==> config.mk <==
export PLATFORM = sky130hd
export DESIGN_NAME = ram_sp_burst_master
export DESIGN_NICKNAME = d
export VERILOG_FILES = /design/src/rtl/ram_sp_burst_master.sv
export SDC_FILE = /design/constraint.sdc
export NUM_CORES = 1
export LEC_CHECK = 0
export CORE_MARGIN = 2
export CORE_UTILIZATION = 33
export CTS_CLUSTER_SIZE = 8
export DETAILED_ROUTE_END_ITERATION = 12
export PLACE_DENSITY_LB_ADDON = 0.12
export SLEW_MARGIN = 20
export SYNTH_ARGS = -nofsm -noshare
export SYNTH_HDL_FRONTEND = slang
export SYNTH_SLANG_ARGS = --single-unit
==> constraint.sdc <==
create_clock -name clk -period 1.8 [get_ports clk]
set_input_delay 0.36 -clock clk [delete_from_list [all_inputs] [get_ports clk]]
set_output_delay 0.36 -clock clk [all_outputs]
set_load 0.005 [all_outputs]
==> src/rtl/ram_sp_burst_master.sv <==
// ram_sp_burst_master
// Initiator-side burst controller for a single-port RAM that has a
// synchronous write and an asynchronous read. It accepts
// {write, addr, len} burst commands and moves one word per beat between
// the RAM port and the wr_* / rd_* streams.
//
// Handshake rule for cmd, wr and rd: a transfer happens on a rising clk
// edge where valid && ready are both high. Valid never waits on ready.
// cmd_ready, wr_ready and rd_valid come only from the current state, so
// no ready signal depends combinationally on its own valid.
module ram_sp_burst_master #(
    parameter int DATA_W = 8,
    parameter int ADDR_W = 4
) (
    input  logic              clk,
    input  logic              rst,
    input  logic              cmd_valid,
    output logic              cmd_ready,
    input  logic              cmd_write,
    input  logic [ADDR_W-1:0] cmd_addr,
    input  logic [ADDR_W-1:0] cmd_len,
    input  logic              wr_valid,
    output logic              wr_ready,
    input  logic [DATA_W-1:0] wr_data,
    output logic              rd_valid,
    input  logic              rd_ready,
    output logic [DATA_W-1:0] rd_data,
    output logic              busy,
    output logic              done,
    output logic [ADDR_W-1:0] ram_addr,
    output logic [DATA_W-1:0] ram_wdata,
    output logic              ram_we,
    input  logic [DATA_W-1:0] ram_rdata,
    output logic [1:0]        dbg_state
);

    typedef enum logic [1:0] {
        IDLE  = 2'd0,
        WRITE = 2'd1,
        READ  = 2'd2
    } state_t;

    state_t            state_q, state_d;
    logic [ADDR_W-1:0] ptr_q, ptr_d;
    logic [ADDR_W-1:0] rem_q, rem_d;
    logic              done_q, done_d;

    // Next-state and RAM-port/stream outputs. While rst is high every
    // strobe is forced low and the RAM pins read zero, even though the
    // state register only clears at the next edge.
    always_comb begin
        state_d   = state_q;
        ptr_d     = ptr_q;
        rem_d     = rem_q;
        done_d    = 1'b0;
        cmd_ready = 1'b0;
        wr_ready  = 1'b0;
        rd_valid  = 1'b0;
        busy      = 1'b0;
        ram_we    = 1'b0;
        ram_addr  = '0;
        ram_wdata = '0;
        rd_data   = '0;

        if (!rst) begin
            ram_addr = ptr_q;
            case (state_q)
                IDLE: begin
                    cmd_ready = 1'b1;
                    if (cmd_valid) begin
                        ptr_d   = cmd_addr;
                        rem_d   = cmd_len;
                        state_d = cmd_write ? WRITE : READ;
                    end
                end

                WRITE: begin
                    wr_ready  = 1'b1;
                    busy      = 1'b1;
                    ram_wdata = wr_data;
                    // wr_ready is constant high here, so a beat is just wr_valid.
                    ram_we    = wr_valid;
                    if (wr_valid) begin
                        ptr_d = ptr_q + 1'b1;
                        rem_d = rem_q - 1'b1;
                        if (rem_q == '0) begin
                            state_d = IDLE;
                            done_d  = 1'b1;
                        end
                    end
                end

                READ: begin
                    rd_valid = 1'b1;
                    busy     = 1'b1;
                    // Asynchronous RAM read: data follows ptr in the same cycle
                    // and stays put while rd_ready stalls, because ptr is held.
                    rd_data  = ram_rdata;
                    if (rd_ready) begin
                        ptr_d = ptr_q + 1'b1;
                        rem_d = rem_q - 1'b1;
                        if (rem_q == '0) begin
                            state_d = IDLE;
                            done_d  = 1'b1;
                        end
                    end
                end

                default: begin
                    state_d = IDLE;
                end
            endcase
        end
    end

    // State, pointer, beat counter and the registered done pulse. Reset
    // abandons a burst in flight without pulsing done.
    always_ff @(posedge clk) begin
        if (rst) begin
            state_q <= IDLE;
            ptr_q   <= '0;
            rem_q   <= '0;
            done_q  <= 1'b0;
        end else begin
            state_q <= state_d;
            ptr_q   <= ptr_d;
            rem_q   <= rem_d;
            done_q  <= done_d;
        end
    end

    assign done      = done_q;
    assign dbg_state = state_q;

endmodule

After elaboration in Yosys (flattened, before gate mapping). Index checks and enable logic that the tools add are counted.

Shift-type cells: 0. Equal/unequal tests: 5. Multiplexer cells: 33. Multiply operators: 0. Div/mod/pow operators: 0. Reduce and logical (&&, ||, !) cells: 6. Bitwise gates (word level): 0. Order comparisons: 0. Add/subtract/negate cells: 2.

Operators by type and width (count): $mux 8 (4); $mux 4 (7); $pmux 4 s3 (2); $mux 1 (13); $mux 2 (5); $ne 2x2->1 const B (3); $pmux 2 s3 (1); $add 4x1->4 const B (1); $logic_not 4->1 (1); $reduce_and 4->1 (1); $sub 4x1->4 const B (1); $reduce_and 3->1 (1); $reduce_bool 3->1 (1); $eq 2x1->1 const B (1); $eq 2x2->1 const B (1); $logic_not 2->1 (1); $pmux 1 s2 (1); $reduce_or 2->1 (1).

Memories: 0. Input port bits: 30. Register bits: 11. Memory bits (writable): 0. Word-level logic and storage cells: 50. Memory bits (read-only): 0. Bits in latches: 0.

Longest topological paths before layout. Gate-level depths: netlist of run 1.

Depth after elaboration: 4. Depth in mapped cells: 8. Depth with buffers taken out: 6.

Least setup slack after synthesis of run 1. Ideal clock, no wire load.

Path kind: register to register. From: reg state_q[0], in the netlist dbg_state[0]. To: reg ptr_q[3]. Stages on the path, launching flop included: 8. Path slack: 0.013 ns. Setup time: 0.058 ns. Buffers on the path: 1. Arrival time: 1.729 ns. Cell sequence: dfxtp_1 > inv_1 > ha_1 > nor2b_4 > or4_4 > buf_6 > a2111oi_2 > a21o_1.

Cells in the longest elaborated chain, start to end: 3. Elaborated cells on any way between the ends: 9.

RTL lines: start: declaration (RTL line 43) `state_t state_q, state_d;`; start signal: assignment (RTL line 125) `state_q <= state_d;`; $eq 2x2->1 (tied with other cells) (RTL line 67) `case (state_q)`; $ne 2x2->1 (no line) / $reduce_bool 3->1 (equally long branches); $reduce_and 4->1 (no line); end signal: assignment (RTL line 126) `ptr_q <= ptr_d;`; end: declaration (RTL line 44) `logic [ADDR_W-1:0] ptr_q, ptr_d;`.

Several ways; a longest one is shown, not always the timed one. A chain may end at the register's enable or synchronous reset.

Worst setup path in the final report of run 1.
From: reg state_q[0], in the netlist dbg_state[0]. To: out busy.

Cells in the longest elaborated chain, start to end: 4. Elaborated cells on any way between the ends: 5.

RTL lines: $eq 2x2->1 / $eq 2x1->1 (equally long branches) (RTL line 67); $reduce_or 2->1 (no line) (*); $mux 1 (*) (RTL line 67); $mux 1 (*) (RTL line 65) `if (!rst) begin`; end: declaration (RTL line 28) `output logic busy,`.

Every way passes the cells marked *; elsewhere a longest branch is shown, timed or not.

==> results.yml, run 1 <==
timing:
  finalCritPeriodShare_pct: 99.9
  final-max-slew-violation-count: 0
  setup_violation_total_in_the_final_timing_report: 0
  finalSetupTns_ns: 0
  worst_pin_slew_ns: 0.280
  rsz0062_at_grt: "yes"
  min_period_ns: 1.80
  timing.max_slew.rel_slack_pct: 81.3
  hold_violations: 0
  timing.clock.skew_ns: 0.00317
  max_freq_mhz: 556
floorplan:
  chipHeight_um: 57.4
  initial_core_util_pct: 34.4
  io-pin-count: 58
  fp-row-count: 19
  floorplan.die_area_um2: 3290
  coreArea_um2: 2730
  x_dimension_of_the_die_um: 57.4
run:
  cap_violations: 0
critical_path:
  crit_fanout: 3
  worst_setup_path_type: "flip-flop to primary output"
  worstSetupStartpoint: "dbg_state[0]"
  setup.worst_path.end_class: "primary output"
  worstPathArrival_ns: 1.44
  regToRegStartpoint: "dbg_state[0]"
  startpoint_type: "flip-flop"
  worst_ep_required_time_ns: 1.44
synthesis:
  post_synthesis_average_cell_area_um2: 8.95
  async_reset_ff_share_pct: 0
  synth-edff-count: 0
  synthesis.instances: 105
  post_synth_instance_area_um2: 940
  synth-seq-area-share_pct: 23.4
  synthesis.yosys.warnings: 0
  synth.ff_latch_count: 11
  syn_nets: 141
  synth.lib_cells_used.distinct: 34
  dominantRegCellSynth: "dfxtp_1"
clock_network:
  post_cts_hold_buffer_count: 0
  clock_tree.buffer_depth: 2
  cts_root_buffer: "clkbuf_4"
  clkLatencyLatePin_ns: 0.27
  h-tree-depth: 1
  tritoncts: "yes"
  numClockSinks: 11
  clock_buffer_count_from_cts: 3
  path_clk_slew_ns: 0.07
min_path:
  hold_path_startpoint: "rst"
  type_of_the_most_critical_hold_path: "input pin to flip-flop"
route:
  dr_total_vias: 1001
  drt-vias-per-instance: 4.84
  drc_errors: 0
  dr.first_iter.drc_count: 30
  drtAntennaViolNets: 0
  postRouteWirelength_mm: 2.58
  drt_pre_antenna_iters: 4
  post_detailed_route_wirelength_per_cell_um: 12.4
global_routing:
  first_global_vias: 1018
  globalRouteTotalUtil_pct: 16.0
  grt_max_degree: 18
  grt_pass1_wl_mm: 4.20
  global_route.overflow_total: 0
  grt_antenna_before_repair: 0
cells_and_area:
  layout-drive-gt1-share_pct: 36.9
  final_design_area_no_fill_um2: 1690
  filler_cell_count: 246
  most_common_library_cell_in_the_layout_ignoring_fill_and_taps: "clkdlybuf4s50_1"
  final_util_pct: 61.7
  finish.net_count: 213
  antennaDiodeCount: 0
  syn_to_final_growth_pct: 79.5
  final_cell_mix: "clkdlybuf4s50_1 (35), and2_1 (14), buf_2 (13), dfxtp_1 (9), buf_4 (9)"
power_and_ir_drop:
  power.density_nw_per_um2: 1370
  power_leakage_uw: 0.000736
  ir_worst_vdd_mv: 0.895
  total_power_uw: 2300
place:
  gpl.final_weighted_congestion: 0.700
  place.port_buffers: 57
  place.detailed.hpwl_mm: 2.06
  dpl_cell_area_um2: 1620
status:
  run_status: "completed"
-- power breakdown --
part / leakage [uW] / switching [uW] / internal (uW) / total (uW)
clock: 0.0000177 / 82.7 / 82.2 / 165
combinational: 0.000626 / 719 / 955 / 1670
sequential: 0.0000922 / 108 / 357 / 465
total: 0.000736 / 910 / 1390 / 2300
-- cell families after synthesis --
group | Yosys count | synth area share, %
xor gates and xnor gates | 2 | 2.66
AOI/OAI and AO/OA | 20 | 18.8
muxes | 3 | 3.20
adders and majority gates | 6 | 7.99
buffers and inverters | 15 | 7.99
and+or+nand+nor | 48 | 36.0
DFF | 11 | 23.4
-- worst max-delay path, stage by stage (launching register included) --
cell and delay [ns]:
dfxtp_4 0.38, inv_4 0.05, ha_1 0.32, nor2b_2 0.17
dlygate4sd2_1 0.26
-- flip-flops by register name, summed over array words and instances (netlist names) --
name,count
rem_q,4
ptr_q,4
dbg_state,2
done,1
-- cell usage after synthesis (2+ instances only) --
| cell | number | area (um^2) |
|---|---|---|
| nor3_1 | 2 | 10.0 |
| o21ai_1 | 3 | 15.0 |
| clkbuf_1 | 4 | 15.0 |
| nor2b_4 | 3 | 41.3 |
| inv_1 | 8 | 30.0 |
| mux2i_1 | 3 | 30.0 |
| a31o_1 | 2 | 17.5 |
| nand3_1 | 2 | 10.0 |
| nor2_1 | 4 | 15.0 |
| nand2_1 | 2 | 7.51 |
| a2111oi_4 | 2 | 55.1 |
| a21oi_1 | 3 | 15.0 |
| and2_1 | 16 | 100 |
| a211oi_1 | 3 | 22.5 |
| nand3b_1 | 4 | 30.0 |
| o21ai_0 | 3 | 15.0 |
| buf_6 | 2 | 22.5 |
| nor2b_1 | 8 | 50.1 |
| ha_1 | 6 | 75.1 |
| dfxtp_1 | 11 | 220 |
-- area by class of cell --
class	instances	area, um^2	share of cell area, %
tap	31	38.8	2.30
clock buffer	3	22.5	1.34
clock inverter	1	5.00	0.297
multi-input combinational	79	709	42.1
inverter	8	35.0	2.08
sequential	11	228	13.5
timing repair buffer	74	648	38.4
-- worst paths after layout --
| path | slack (ns) | cells after the start | end |
|---|---|---|---|
| hold / removal | 0.49 | 3 | ptr_q[2] |
| setup reg to reg | 0.01 | 7 | rem_q[3] |
| hold reg to reg | 0.49 | 2 | rem_q[0] |
| setup / recovery | 0.003 | 4 | busy |
-- metal layers --
layer  part of all wire, %  vias up  global-route usage (%)
met5                     0        -                       0
met4                  0.81        0                    3.99
met3                   6.6        4                    2.27
met2                    52       50                    31.0
met1                    41      451                    18.1
li1                      -      496                       -
-- stage by stage --
stage | instances | setup WS (ns) | hold slack [ns]
2_1_floorplan | 105 | 0.0130 | 0.460
3_3_place_gp | 200 | -0.310 | 0.477
3_5_place_dp | 200 | -0.329 | 0.497
4_1_cts | 207 | -0.119 | 0.479
5_1_grt | 207 | -0.0497 | 0.496
6_report | 207 | 0.00268 | 0.491
-- repair_timing --
action / CTS / global route
cloned: 1 / 1
pin swaps: 4 / 4
setup endpoints to repair: 31 / 20
setup buffers: 2 / 1
resized for setup: 97 / 9
No activity file was read; power rests on OpenSTA's default activity.
==> inputs of run 2 (changes only) <==
--- a/config.mk
+++ b/config.mk
@@ -5,7 +5,7 @@
 export SDC_FILE = /design/constraint.sdc
 export NUM_CORES = 1
 export LEC_CHECK = 0
-export CORE_MARGIN = 2
+export CORE_MARGIN = 3
 export CORE_UTILIZATION = 33
 export CTS_CLUSTER_SIZE = 8
 export DETAILED_ROUTE_END_ITERATION = 12
==> results.yml, run 2 (synthesized netlist as in run 1, its figures left out) <==
clock_network:
  clock_tree.buffer_depth: 2
  cts_root_buffer: "clkbuf_4"
  tritoncts: "yes"
  clkLatencyLatePin_ns: 0.27
  h-tree-depth: 1
  clock_buffer_count_from_cts: 3
  numClockSinks: 11
  path_clk_slew_ns: 0.08
min_path:
  type_of_the_most_critical_hold_path: "input pin to flip-flop"
  hold_path_startpoint: "rst"
  timing.hold.worst_path_depth: 3
  whs_endpoint: "rem_q[2]"
critical_path:
  worstPathArrival_ns: 1.97
  critical_path.most_common_cell: "buf_6"
  setup.reg_to_reg.worst_slack_ns: 0.008
  regToRegStartpoint: "dbg_state[1]"
  slowest_stage: "or4_4"
  worst_ep_required_time_ns: 1.98
  worst_r2r_endpoint: "rem_q[2]"
  worst_setup_path_type: "flip-flop to flip-flop"
  cp_slowest_stage_delay_ns: 0.48
  timing.critical_path.max_delay_family: "simple AND/OR/NAND/NOR gates"
  crit_fanout: 6
  path_buf_inv: 3
  crit_path_cell_trace: "buf_6 -> ha_4 -> buf_6 -> nor2b_4 -> or4_4 -> buf_6 -> o21ai_4 -> a21oi_2"
  startpoint_type: "flip-flop"
  setup.worst_path.end_class: "flip-flop"
  reg2regPathDepth: 8
place:
  dpl_cell_area_um2: 1650
  place.port_buffers: 57
  gpl.final_weighted_congestion: 0.793
  place.detailed.hpwl_mm: 2.11
  numPlacedInstances: 204
floorplan:
  x_dimension_of_the_die_um: 59.4
  io-pin-count: 58
  fp-row-count: 18
  chipHeight_um: 59.4
  floorplan.die_area_um2: 3520
  coreArea_um2: 2590
  initial_core_util_pct: 36.3
global_routing:
  grtUsageMet3_pct: 5.01
  grt_pass1_wl_mm: 4.75
  grt_antenna_before_repair: 0
  first_global_vias: 1076
  globalRouteTotalUtil_pct: 17.5
  met2_usage_pct: 31.7
  grt_max_degree: 18
  global_route.overflow_total: 0
  grt_busiest_layer: "met2"
  grt_use_met1_pct: 20.8
power_and_ir_drop:
  p_sw_share_pct: 40.1
  power_leakage_uw: 0.000802
  switching_power_summed_over_all_nets_uw: 1090
  ir_worst_vdd_mv: 1.30
  power.share.sequential_pct: 17.4
  power.combinational.fraction_pct: 76.0
  total_power_uw: 2710
  power.density_nw_per_um2: 1470
  p_clk_share_pct: 6.6
  internal-power_uw: 1630
timing:
  final-max-slew-violation-count: 0
  timing.clock.skew_ns: 0.0105
  rsz0062_at_grt: "yes"
  max_freq_mhz: 558
  min_period_ns: 1.79
  timing.max_slew.rel_slack_pct: 79.5
  finalCritPeriodShare_pct: 99.5
  hold_violations: 0
  worst_pin_slew_ns: 0.307
  finalSetupTns_ns: 0
  setup_violation_total_in_the_final_timing_report: 0
route:
  dr_total_vias: 1044
  drc_errors: 0
  dr.first_iter.drc_count: 15
  drt_pre_antenna_iters: 4
  post_detailed_route_wirelength_per_cell_um: 14.0
  postRouteWirelength_mm: 3.08
  drt-vias-per-instance: 4.77
  drtAntennaViolNets: 0
cells_and_area:
  final_util_pct: 71.3
  layout-drive-gt1-share_pct: 47.1
  antennaDiodeCount: 0
  final_design_area_no_fill_um2: 1850
  instances_no_fill: 219
  finish.net_count: 226
  most_common_library_cell_in_the_layout_ignoring_fill_and_taps: "clkdlybuf4s50_1"
  filler_cell_count: 197
  final_cell_mix: "clkdlybuf4s50_1 (35), buf_4 (19), and2_1 (13), buf_2 (13), buf_6 (12)"
  syn_to_final_growth_pct: 96.4
run:
  cap_violations: 0
status:
  run_status: "completed"
-- run 2: worst max path at each step --
stage	cells past startpoint	slack, ns	from	end
after floorplan	7	0.01	dbg_state[0]	ptr_q[3]
after detailed placement	5	-0.35	rst	ram_wdata[2]
after CTS	6	-0.08	dbg_state[1]	ram_wdata[2]
final	8	0.008	dbg_state[1]	rem_q[2]
after global routing	8	-0.04	dbg_state[1]	rem_q[2]
after global placement	5	-0.33	rst	ram_wdata[6]
-- run 2: area by class of cell --
class / count / area (um^2) / area share, %
clock buffer: 4 / 26.3 / 1.42
inverter: 8 / 35.0 / 1.90
multi-input combinational: 79 / 762 / 41.3
sequential: 11 / 230 / 12.5
tap: 30 / 37.5 / 2.03
timing repair buffer: 87 / 754 / 40.9
-- run 2: layer usage --
layer,up-vias,wire [um]
met2,33,1660
li1,520,-
met5,-,0
met4,0,15
met1,489,1230
met3,2,168
-- run 2: power by group through the flow --
stage / Sequential (uW) / Combinational [uW] / Clock, uW
after global placement: 428 / 1560 / 0
after detailed placement: 429 / 1620 / 0
after floorplan: 419 / 1010 / 0
after CTS: 439 / 1730 / 181
after global routing: 486 / 2240 / 198
final: 473 / 2060 / 178
-- run 2: metrics by stage --
stage	setup slack [ns]	hold WS [ns]
2_1_floorplan	0.0130	0.460
3_3_place_gp	-0.325	0.476
3_5_place_dp	-0.354	0.496
4_1_cts	-0.0789	0.508
5_1_grt	-0.0427	0.543
6_report	0.00829	0.525
-- run 2: what timing repair did --
action / in CTS / in global routing
cloned: 2 / 1
hold buffers: 0 / 0
endpoints found under the hold margin: 0 / 0
gates resized for setup: 88 / 42
setup endpoints to repair: 35 / 23
pin swaps: 5 / 6
setup buffers: 3 / 5
-- run 2: tightest hold or removal path, stage by stage --
cell and delay, ns:
buf_2 0.18, buf_8 0.18, a21oi_2 0.04
==> inputs of run 3 (changes only) <==
--- a/config.mk
+++ b/config.mk
@@ -5,10 +5,12 @@
 export SDC_FILE = /design/constraint.sdc
 export NUM_CORES = 1
 export LEC_CHECK = 0
+export ABC_CLOCK_PERIOD_IN_PS = 1800
 export CORE_MARGIN = 3
 export CORE_UTILIZATION = 33
 export CTS_CLUSTER_SIZE = 8
 export DETAILED_ROUTE_END_ITERATION = 12
+export GPL_TIMING_DRIVEN = 0
 export PLACE_DENSITY_LB_ADDON = 0.12
 export SLEW_MARGIN = 20
 export SYNTH_ARGS = -nofsm -noshare
==> constraint.sdc (replaced) <==
create_clock -name clk -period 1.8 [get_ports clk]
set_input_delay 0.36 -clock clk [delete_from_list [all_inputs] [get_ports clk]]
set_output_delay 0.36 -clock clk [all_outputs]
set_load 0.01 [all_outputs]
==> results.yml, run 3 (synthesized netlist as in run 1, its figures left out) <==
route:
  dr.first_iter.drc_count: 27
  dr_total_vias: 1002
  drt_pre_antenna_iters: 4
  drc_errors: 0
  drt-vias-per-instance: 4.86
  drtAntennaViolNets: 0
  postRouteWirelength_mm: 2.81
  post_detailed_route_wirelength_per_cell_um: 13.6
place:
  post-place-ws_ns: -0.321
  dpl_cell_area_um2: 1540
  place.port_buffers: 56
  gpl.final_weighted_congestion: 0.801
  numPlacedInstances: 191
  place.detailed.hpwl_mm: 2.05
cells_and_area:
  multi_input_area_um2: 749
  filler_cell_count: 215
  syn_to_final_growth_pct: 90.0
  ff_latch_area_um2: 230
  finish.net_count: 213
  instances_no_fill: 206
  antennaDiodeCount: 0
  final_util_pct: 68.9
  most_common_library_cell_in_the_layout_ignoring_fill_and_taps: "clkdlybuf4s50_1"
  final_design_area_no_fill_um2: 1790
  final_cell_mix: "clkdlybuf4s50_1 (32), buf_6 (17), and2_4 (10), buf_4 (8), buf_2 (8)"
  layout-drive-gt1-share_pct: 43.2
clock_network:
  clock_buffer_count_from_cts: 3
  clock_tree.buffer_depth: 2
  post_cts_hold_buffer_count: 0
  clkLatencyLatePin_ns: 0.27
  path_clk_slew_ns: 0.07
  h-tree-depth: 1
  cts_root_buffer: "clkbuf_4"
  numClockSinks: 11
  tritoncts: "yes"
floorplan:
  fp-row-count: 18
  initial_core_util_pct: 36.3
  chipHeight_um: 59.4
  floorplan.die_area_um2: 3520
  coreArea_um2: 2590
  io-pin-count: 58
  x_dimension_of_the_die_um: 59.4
timing:
  setup_violation_total_in_the_final_timing_report: 3
  hold_violations: 0
  finalCritPeriodShare_pct: 101
  max_freq_mhz: 553
  worst_pin_slew_ns: 0.419
  min_period_ns: 1.81
  timing.max_slew.rel_slack_pct: 72.1
  timing.clock.skew_ns: 0.00193
  final-max-slew-violation-count: 0
  rsz0062_at_grt: "yes"
  timing.final.ws_setup_ns: -0.00983
critical_path:
  worst_r2r_endpoint: "rem_q[3]"
  setup.reg_to_reg.worst_slack_ns: 0.03
  worst_setup_path_type: "flip-flop to primary output"
  reg2regPathDepth: 7
  slowest_stage: "dfxtp_4"
  path_buf_inv: 3
  worstPathArrival_ns: 1.45
  setup.worst_path.end_class: "primary output"
  startpoint_type: "flip-flop"
  cp_slowest_stage_delay_ns: 0.38
  worst_ep_required_time_ns: 1.44
  crit_fanout: 5
  timing.critical_path.max_delay_family: "flip-flops"
  regToRegStartpoint: "dbg_state[1]"
  crit_path_cell_trace: "inv_4 -> ha_4 -> nor2b_4 -> clkbuf_8 -> and2_2 -> buf_2"
min_path:
  hold_path_startpoint: "rem_q[0]"
  type_of_the_most_critical_hold_path: "flip-flop to flip-flop"
  whs_endpoint: "rem_q[0]"
  timing.hold.worst_path_depth: 2
run:
  cap_violations: 0
power_and_ir_drop:
  power.combinational.fraction_pct: 74.3
  switching_power_summed_over_all_nets_uw: 1010
  power_leakage_uw: 0.000798
  p_sw_share_pct: 40.5
  total_power_uw: 2490
  internal-power_uw: 1480
  power.share.sequential_pct: 18.8
  power.density_nw_per_um2: 1400
  p_clk_share_pct: 6.9
  ir_worst_vdd_mv: 1.03
global_routing:
  grt_pass1_wl_mm: 4.35
  grt_max_degree: 11
  global_route.overflow_total: 0
  first_global_vias: 1043
  globalRouteTotalUtil_pct: 16.1
  grt_antenna_before_repair: 0
status:
  violations: "negative setup slack"
  run_status: "finished with violations"
run 3: cell count changes in the layout (fill, tap and decap cells not counted), moves of 4 or more:
| cell | change |
|---|---|
| buf_6 | +5 |
| buf_4 | -11 |
| buf_2 | -5 |
| clkbuf_2 | -4 |
| and2_1 | -7 |
| and2_4 | +7 |
run 3: cell type report:
class / instances / area share [%]
Tap cell: 30 / 2.10
Sequential cell: 11 / 12.9
Multi-Input combinational cell: 79 / 42.0
Clock buffer: 4 / 1.47
Inverter: 8 / 1.96
Buffer: 6 / 3.29
Timing Repair Buffer: 68 / 36.3
run 3: tightest hold or removal path: cells and delay by family, from the launching register on:
kind	cells	cell delay, ns
flops	1	0.33
buf+inv	1	0.07
compound gates	1	0.06
run 3: layer usage:
| layer | part of all wire [%] | track usage [%] | up-vias | wire (um) |
|---|---|---|---|---|
| li1 | - | - | 497 | - |
| met1 | 38 | 16.3 | 456 | 1080 |
| met4 | 1.2 | 5.83 | 0 | 34 |
| met3 | 10 | 4.58 | 4 | 280 |
| met5 | 0 | 0 | - | 0 |
| met2 | 51 | 30.6 | 45 | 1420 |
run 3: worst max-delay path by stage:
stage | endpoint | startpoint | slack, ns | cells past startpoint
2_1_floorplan | ptr_q[3] | dbg_state[0] | 0.03 | 7
3_3_place_gp | rd_data[0] | dbg_state[0] | -0.31 | 6
3_5_place_dp | rd_data[0] | dbg_state[0] | -0.32 | 6
4_1_cts | busy | dbg_state[0] | -0.11 | 5
5_1_grt | dbg_state[1] | rem_q[1] | -0.07 | 6
6_report | ram_we | dbg_state[1] | -0.01 | 6
run 3: stage by stage:
stage                     hold slack, ns  TNS, ns
after floorplan                    0.460        0
after global placement             0.473    -6.24
after detailed placement           0.491    -6.95
after CTS                          0.499   -0.230
after global routing               0.519   -0.663
final                              0.495  -0.0133
run 3: power groups by stage:
stage	clock (uW)	combinational, uW	sequential [uW]
3_5_place_dp	0	1500	443
5_1_grt	190	2020	487
4_1_cts	177	1620	454
3_3_place_gp	0	1470	438
6_report	172	1850	468
2_1_floorplan	0	1040	433
run 3: timing repair:
action,CTS,global route
gates cloned,2,0
buffers inserted,5,5
setup endpoints to repair,28,31
pin swaps,3,15
resized for setup,116,25
